### config.mk
export PLATFORM = sky130hd
export DESIGN_NAME = max_pool_flat
export DESIGN_NICKNAME = d
export VERILOG_FILES = /design/src/rtl/cnn_pkg.sv /design/src/rtl/max_pool_if.sv /design/src/rtl/pool_line_buffer.sv /design/src/rtl/max_pool.sv /design/src/flat_wrapper.sv
export SDC_FILE = /design/constraint.sdc
export NUM_CORES = 1
export LEC_CHECK = 0
export BUFFER_PORTS_ARGS = -buffer_cell sky130_fd_sc_hd__buf_4
export CAP_MARGIN = 20
export CORE_MARGIN = 10
export CORE_UTILIZATION = 59
export DETAILED_ROUTE_END_ITERATION = 6
export PLACE_DENSITY = 0.81
export SYNTH_ARGS = -nofsm -noshare
export SYNTH_HDL_FRONTEND = slang
export SYNTH_SLANG_ARGS = --single-unit
export TNS_END_PERCENT = 100
### constraint.sdc
create_clock -name clk -period 3.9 [get_ports clk]
set_input_delay 0.195 -clock clk [delete_from_list [all_inputs] [get_ports clk]]
set_output_delay 0.195 -clock clk [all_outputs]
set_load 0.005 [all_outputs]
### src/rtl/cnn_pkg.sv
// Shared helpers for the CNN pipeline stages: counter-width sizing and unsigned max.
package cnn_pkg;

    // Widest pixel the shared max() helper handles; callers size-cast in and out.
    localparam int unsigned MaxDataWidth = 32;

    // Bits needed to count 0..n-1 (at least one bit).
    function automatic int unsigned cnt_width(input int unsigned n);
        return (n <= 1) ? 1 : $clog2(n);
    endfunction

    // Unsigned maximum; on a tie either operand is equivalent.
    function automatic logic [MaxDataWidth-1:0] max_u(input logic [MaxDataWidth-1:0] a,
                                                      input logic [MaxDataWidth-1:0] b);
        return (a >= b) ? a : b;
    endfunction

endpackage

### src/rtl/max_pool_if.sv
// Pixel stream into and pooled stream out of the max_pool stage.
interface max_pool_if #(
    parameter int unsigned DATA_WIDTH = 8
);
    logic [DATA_WIDTH-1:0] input_stream;
    logic                  input_valid;
    logic                  input_first;
    logic [DATA_WIDTH-1:0] output_stream;
    logic                  output_valid;
    logic                  output_first;
    logic                  output_last;

    // Upstream/testbench side: drives pixels, observes pooled results.
    modport master (
        output input_stream, input_valid, input_first,
        input  output_stream, output_valid, output_first, output_last
    );

    // Pooling stage side.
    modport slave (
        input  input_stream, input_valid, input_first,
        output output_stream, output_valid, output_first, output_last
    );
endinterface

### src/rtl/pool_line_buffer.sv
// Half-row line buffer: one write port, one synchronous read port, no reset.
module pool_line_buffer #(
    parameter int unsigned DATA_WIDTH = 8,
    parameter int unsigned DEPTH      = 4,
    parameter int unsigned ADDR_WIDTH = 2
) (
    input  logic                  clk_i,
    input  logic                  we_i,
    input  logic [ADDR_WIDTH-1:0] waddr_i,
    input  logic [DATA_WIDTH-1:0] wdata_i,
    input  logic                  re_i,
    input  logic [ADDR_WIDTH-1:0] raddr_i,
    output logic [DATA_WIDTH-1:0] rdata_o
);
    logic [DATA_WIDTH-1:0] mem [DEPTH];
    logic [DATA_WIDTH-1:0] rdata_q, rdata_d;

    // Read data is held until the next read so input gaps cannot disturb it.
    always_comb begin
        rdata_d = rdata_q;
        if (re_i) rdata_d = mem[raddr_i];
    end

    // Storage and read register (no reset keeps it RAM-inferable).
    always_ff @(posedge clk_i) begin
        if (we_i) mem[waddr_i] <= wdata_i;
        rdata_q <= rdata_d;
    end

    assign rdata_o = rdata_q;
endmodule

### src/rtl/max_pool.sv
// Streaming 2x2 stride-2 max pooling over a raster-order unsigned pixel stream.
module max_pool
    import cnn_pkg::*;
#(
    parameter int unsigned DATA_WIDTH   = 8,
    parameter int unsigned IMAGE_WIDTH  = 8,
    parameter int unsigned IMAGE_HEIGHT = 8
) (
    input logic       clk,
    input logic       rst_n,
    max_pool_if.slave bus
);
    localparam int unsigned ColW  = cnt_width(IMAGE_WIDTH);
    localparam int unsigned RowW  = cnt_width(IMAGE_HEIGHT);
    localparam int unsigned Depth = IMAGE_WIDTH / 2;
    localparam int unsigned AddrW = cnt_width(Depth);

    logic [ColW-1:0]       col_q, col_d, cur_col;
    logic [RowW-1:0]       row_q, row_d, cur_row;
    logic [DATA_WIDTH-1:0] h_hold_q, h_hold_d;
    logic [DATA_WIDTH-1:0] out_stream_q, out_stream_d;
    logic                  out_valid_q, out_valid_d;
    logic                  out_first_q, out_first_d;
    logic                  out_last_q, out_last_d;
    logic [DATA_WIDTH-1:0] hmax, pool, lb_rdata;
    logic                  lb_we, lb_re;
    logic [AddrW-1:0]      lb_addr;

    // Position of the incoming pixel; input_first forces row 0 col 0.
    always_comb begin
        cur_col = col_q;
        cur_row = row_q;
        if (bus.input_valid && bus.input_first) begin
            cur_col = '0;
            cur_row = '0;
        end
    end

    // Horizontal max of the pair and vertical max against the stored even-row result.
    always_comb begin
        hmax    = DATA_WIDTH'(max_u(MaxDataWidth'(h_hold_q), MaxDataWidth'(bus.input_stream)));
        pool    = DATA_WIDTH'(max_u(MaxDataWidth'(lb_rdata), MaxDataWidth'(hmax)));
        lb_addr = AddrW'(cur_col >> 1);
        lb_re   = bus.input_valid && !cur_col[0];
        lb_we   = bus.input_valid && cur_col[0] && !cur_row[0];
    end

    // Counter advance, pair hold and output register next-state.
    always_comb begin
        col_d        = col_q;
        row_d        = row_q;
        h_hold_d     = h_hold_q;
        out_stream_d = out_stream_q;
        out_valid_d  = 1'b0;
        out_first_d  = 1'b0;
        out_last_d   = 1'b0;
        if (bus.input_valid) begin
            if (cur_col == ColW'(IMAGE_WIDTH - 1)) begin
                col_d = '0;
                row_d = (cur_row == RowW'(IMAGE_HEIGHT - 1)) ? '0 : cur_row + RowW'(1);
            end else begin
                col_d = cur_col + ColW'(1);
                row_d = cur_row;
            end
            if (!cur_col[0]) begin
                h_hold_d = bus.input_stream;
            end else if (cur_row[0]) begin
                out_stream_d = pool;
                out_valid_d  = 1'b1;
                out_first_d  = (cur_row == RowW'(1)) && (cur_col == ColW'(1));
                out_last_d   = (cur_row == RowW'(IMAGE_HEIGHT - 1)) &&
                               (cur_col == ColW'(IMAGE_WIDTH - 1));
            end
        end
    end

    // State and output registers.
    always_ff @(posedge clk or negedge rst_n) begin
        if (!rst_n) begin
            col_q        <= '0;
            row_q        <= '0;
            h_hold_q     <= '0;
            out_stream_q <= '0;
            out_valid_q  <= 1'b0;
            out_first_q  <= 1'b0;
            out_last_q   <= 1'b0;
        end else begin
            col_q        <= col_d;
            row_q        <= row_d;
            h_hold_q     <= h_hold_d;
            out_stream_q <= out_stream_d;
            out_valid_q  <= out_valid_d;
            out_first_q  <= out_first_d;
            out_last_q   <= out_last_d;
        end
    end

    pool_line_buffer #(
        .DATA_WIDTH (DATA_WIDTH),
        .DEPTH      (Depth),
        .ADDR_WIDTH (AddrW)
    ) u_line_buffer (
        .clk_i   (clk),
        .we_i    (lb_we),
        .waddr_i (lb_addr),
        .wdata_i (hmax),
        .re_i    (lb_re),
        .raddr_i (lb_addr),
        .rdata_o (lb_rdata)
    );

    assign bus.output_stream = out_stream_q;
    assign bus.output_valid  = out_valid_q;
    assign bus.output_first  = out_first_q;
    assign bus.output_last   = out_last_q;
endmodule

### src/flat_wrapper.sv
// flat-port wrapper written by rule: the top's interface ports become plain ports
module max_pool_flat import cnn_pkg::*;
#(
    parameter int unsigned DATA_WIDTH   = 8,
    parameter int unsigned IMAGE_WIDTH  = 8,
    parameter int unsigned IMAGE_HEIGHT = 8
)
  (clk, rst_n, bus_input_stream, bus_input_valid, bus_input_first, bus_output_stream, bus_output_valid, bus_output_first, bus_output_last);
  max_pool_if #(.DATA_WIDTH(DATA_WIDTH)) bus_i ();
  input logic clk;
  input logic rst_n;
  input wire logic [$bits(bus_i.input_stream)-1:0] bus_input_stream;
  input wire logic [$bits(bus_i.input_valid)-1:0] bus_input_valid;
  input wire logic [$bits(bus_i.input_first)-1:0] bus_input_first;
  output wire logic [$bits(bus_i.output_stream)-1:0] bus_output_stream;
  output wire logic [$bits(bus_i.output_valid)-1:0] bus_output_valid;
  output wire logic [$bits(bus_i.output_first)-1:0] bus_output_first;
  output wire logic [$bits(bus_i.output_last)-1:0] bus_output_last;
  assign bus_i.input_stream = bus_input_stream;
  assign bus_i.input_valid = bus_input_valid;
  assign bus_i.input_first = bus_input_first;
  assign bus_output_stream = bus_i.output_stream;
  assign bus_output_valid = bus_i.output_valid;
  assign bus_output_first = bus_i.output_first;
  assign bus_output_last = bus_i.output_last;
  max_pool #(.DATA_WIDTH(DATA_WIDTH), .IMAGE_WIDTH(IMAGE_WIDTH), .IMAGE_HEIGHT(IMAGE_HEIGHT)) u_core (.clk(clk), .rst_n(rst_n), .bus(bus_i));
endmodule
==> out/qor.yml <==
status: "complete, no violations"
ios: 23
port_buffers: 22
max_freq_mhz: 285
setup_tns_ns: 0
synth_fa_ha_area_share_pct: 8.86
holdBufCountCts: 1
switching_share_pct: 31.4
gr-total-overflow: 0
combPwrFrac_pct: 25.7
fin_skew_ns: 0.00827
dp.cells: 356
drt_iter0_drc: 152
hold_slack_ns: 0.0980
grt_pass1_vias: 2189
die-area_sq_um: 8570
avgSynthCellArea_sq_um: 11.5
placed_area_sq_um: 3350
grt_max_degree: 26
insertion_delay_ns: 0.35
pwr-share-seq_pct: 48.0
viasPerCell: 5.61
cts_buffer_depth: 2
antenna_found_initial: 0
yosys.cell_types.count: 29
root_buffer: "clkbuf_8"
post_cts_buffers: 0
async_flop_share_pct: 38.5
critical_path_class: "register to register"
cts.sinks: 65
setup_viol: 0
diodes: 0
initial_core_util_pct: 60.9
synth_seq_area_share_pct: 58.8
num_vias: 2093
gp_congestion: 0.856
cp-end-kind: "register"
power.leakage_nw: 1.60
fin_cells: 373
min_path_type: "input pin to register"
final_area_sq_um: 3540
worstPathRequired_ns: 4.10
peakVddDrop_uv: 411
max-slew-margin-rel_pct: 33.3
rrSetupSlack_ns: 0.39
muxShareOfSynthArea_pct: 6.56
avgRoutedWirePerCell_um: 17.6
finalHoldViolations: 0
cts_buffers: 9
period_share_pct: 90.0
clk_pin_slew_ns: 0.07
reg2regPathDepth: 12
final_cell_mix: "edfxtp_1 (40), inv_1 (32), nand2_1 (32)"
drive_gt1_share_pct: 17.5
yosys_register_bits: 65
total_power_mw: 2.05
cts_tree: "yes"
hold_end: "u_core.col_q[1]$_DFFE_PN0P_"
fp.dieH_um: 92.6
synth_top_family_by_area: "compound AO/OA/AOI/OAI gates"
p_switching_mw: 0.643
grt_pass1_wl_um: 11000
synth.cell_area_sq_um: 3110
drtAntennaViolNets: 0
multi_input_area_sq_um: 1130
synth_fp_nets: 304
synth_edf_count: 40
core_sq_um: 5110
worst_slew_pin_slew_ns: 0.994
maxCapViolCount: 0
grtUsageTotal_pct: 16.5
wirelength_um: 6560
n_fill_cell: 370
rsz0062_at_grt: "false"
syn2layout_area_growth_pct: 14.0
synth_compound_area_share_pct: 10.7
reg2reg_from: "u_core.h_hold_q[0]$_DFFE_PN0P_"
drcViolationCount: 0
cts_resized: 0
pre_cts_ws_ns: 0.433
dieWidth_um: 92.6
final_common_cell: "edfxtp_1"
final_util_pct: 69.4
synth-xor-area-share_pct: 0.282
ys_warn_count: 0
synthCells: 270
power_frac_clock_pct: 26.3
hold_start: "bus_input_valid"
fin_nets: 332
fp-row-count: 26
synthSimpleGateAreaFrac_pct: 9.86
cts_max_level: 3
dp_hpwl_um: 4680
min_path_cells: 2
power_density_nw_per_um2: 578
min_period_ns: 3.51
first_pass_iters: 4
p_int_mw: 1.40
synthFlopType: "edfxtp_1"
slew_violations: 0
start_kind: "register"
timing.final.ws_setup_ns: 0.389
rr_endpoint: "u_core.bus.output_stream[3]$_DFFE_PN0P_"
arrival_ns: 3.72
path_max_fanout: 7
seq_area_sq_um: 1830
==> how the worst max path moves through the flow <==
stage	start	end	slack [ns]
floorplan	u_core.h_hold_q[0]$_DFFE_PN0P_	u_core.bus.output_stream[1]$_DFFE_PN0P_	0.52
CTS	u_core.h_hold_q[0]$_DFFE_PN0P_	u_core.bus.output_stream[3]$_DFFE_PN0P_	0.41
global placement	u_core.h_hold_q[0]$_DFFE_PN0P_	u_core.bus.output_stream[6]$_DFFE_PN0P_	0.55
global route	u_core.h_hold_q[0]$_DFFE_PN0P_	u_core.bus.output_stream[3]$_DFFE_PN0P_	0.22
detailed placement	u_core.h_hold_q[0]$_DFFE_PN0P_	u_core.bus.output_stream[3]$_DFFE_PN0P_	0.43
finish	u_core.h_hold_q[0]$_DFFE_PN0P_	u_core.bus.output_stream[3]$_DFFE_PN0P_	0.39
==> Yosys cell counts, types with 7 or more instances <==
cell type | n | area share [%]
mux2_2 | 11 | 4.0
o22ai_1 | 8 | 1.6
edfxtp_1 | 40 | 39
nor2_1 | 21 | 2.5
inv_1 | 32 | 3.9
ha_1 | 22 | 8.9
o221ai_1 | 7 | 2.0
a21oi_1 | 14 | 2.3
nand2_1 | 32 | 3.9
clkbuf_1 | 8 | 0.97
o21ai_0 | 18 | 2.9
dfrtp_1 | 25 | 20
mux2i_1 | 8 | 2.6
==> critical path: stages (launching register included) <==
cell	delay, ns
dfrtp_1	0.38
inv_1	0.08
ha_1	0.22
nand2b_4	0.14
a2111o_1	0.45
a21oi_4	0.15
mux2_2	0.40
ha_1	0.28
nand2b_1	0.14
a2111o_1	0.39
a21oi_1	0.25
nand2b_1	0.30
o221ai_1	0.19
==> power groups by stage <==
stage                     combinational, mW  sequential (mW)  clock (mW)
after floorplan                       0.372            0.929           0
final                                 0.527            0.983       0.538
after global routing                  0.605            0.993       0.583
after detailed placement              0.522            0.992           0
after global placement                0.500            0.985           0
after CTS                             0.530            0.979       0.548
==> flip-flops by register name, indices dropped and copies added, names as in the netlist, 3 cells and up <==
register                      flops
u_core.u_line_buffer.mem         32
u_core.col_q                      3
u_core.row_q                      3
u_core.bus.output_stream          8
u_core.h_hold_q                   8
u_core.u_line_buffer.rdata_o      8
==> layout make-up <==
type	count	share of cell area, %
Tap cell	70	2.47
Timing Repair Buffer	26	5.58
Sequential cell	65	51.5
Inverter	32	3.39
Multi-Input combinational cell	164	31.8
Clock buffer	10	3.60
Clock inverter	6	1.66
==> cells by family (layout without fill, tap and decap cells) <==
group | after synthesis | in the layout
adder cells (fa/ha/maj) | 22 | 22
multiplexers | 19 | 19
AO/OA/AOI/OAI | 53 | 53
flip-flops | 65 | 65
XOR/XNOR | 1 | 1
buffers and inverters | 41 | 74
AND/OR/NAND/NOR | 69 | 69
==> metal layers <==
layer | part of all wire, % | vias to the layer above | global-route usage [%]
met5 | 0 | - | 0
met4 | 1.8 | 0 | 5.91
met3 | 6.5 | 13 | 6.70
met2 | 48 | 55 | 26.8
met1 | 44 | 1015 | 19.4
li1 | - | 1010 | -
(Power assumes the default switching activity.)
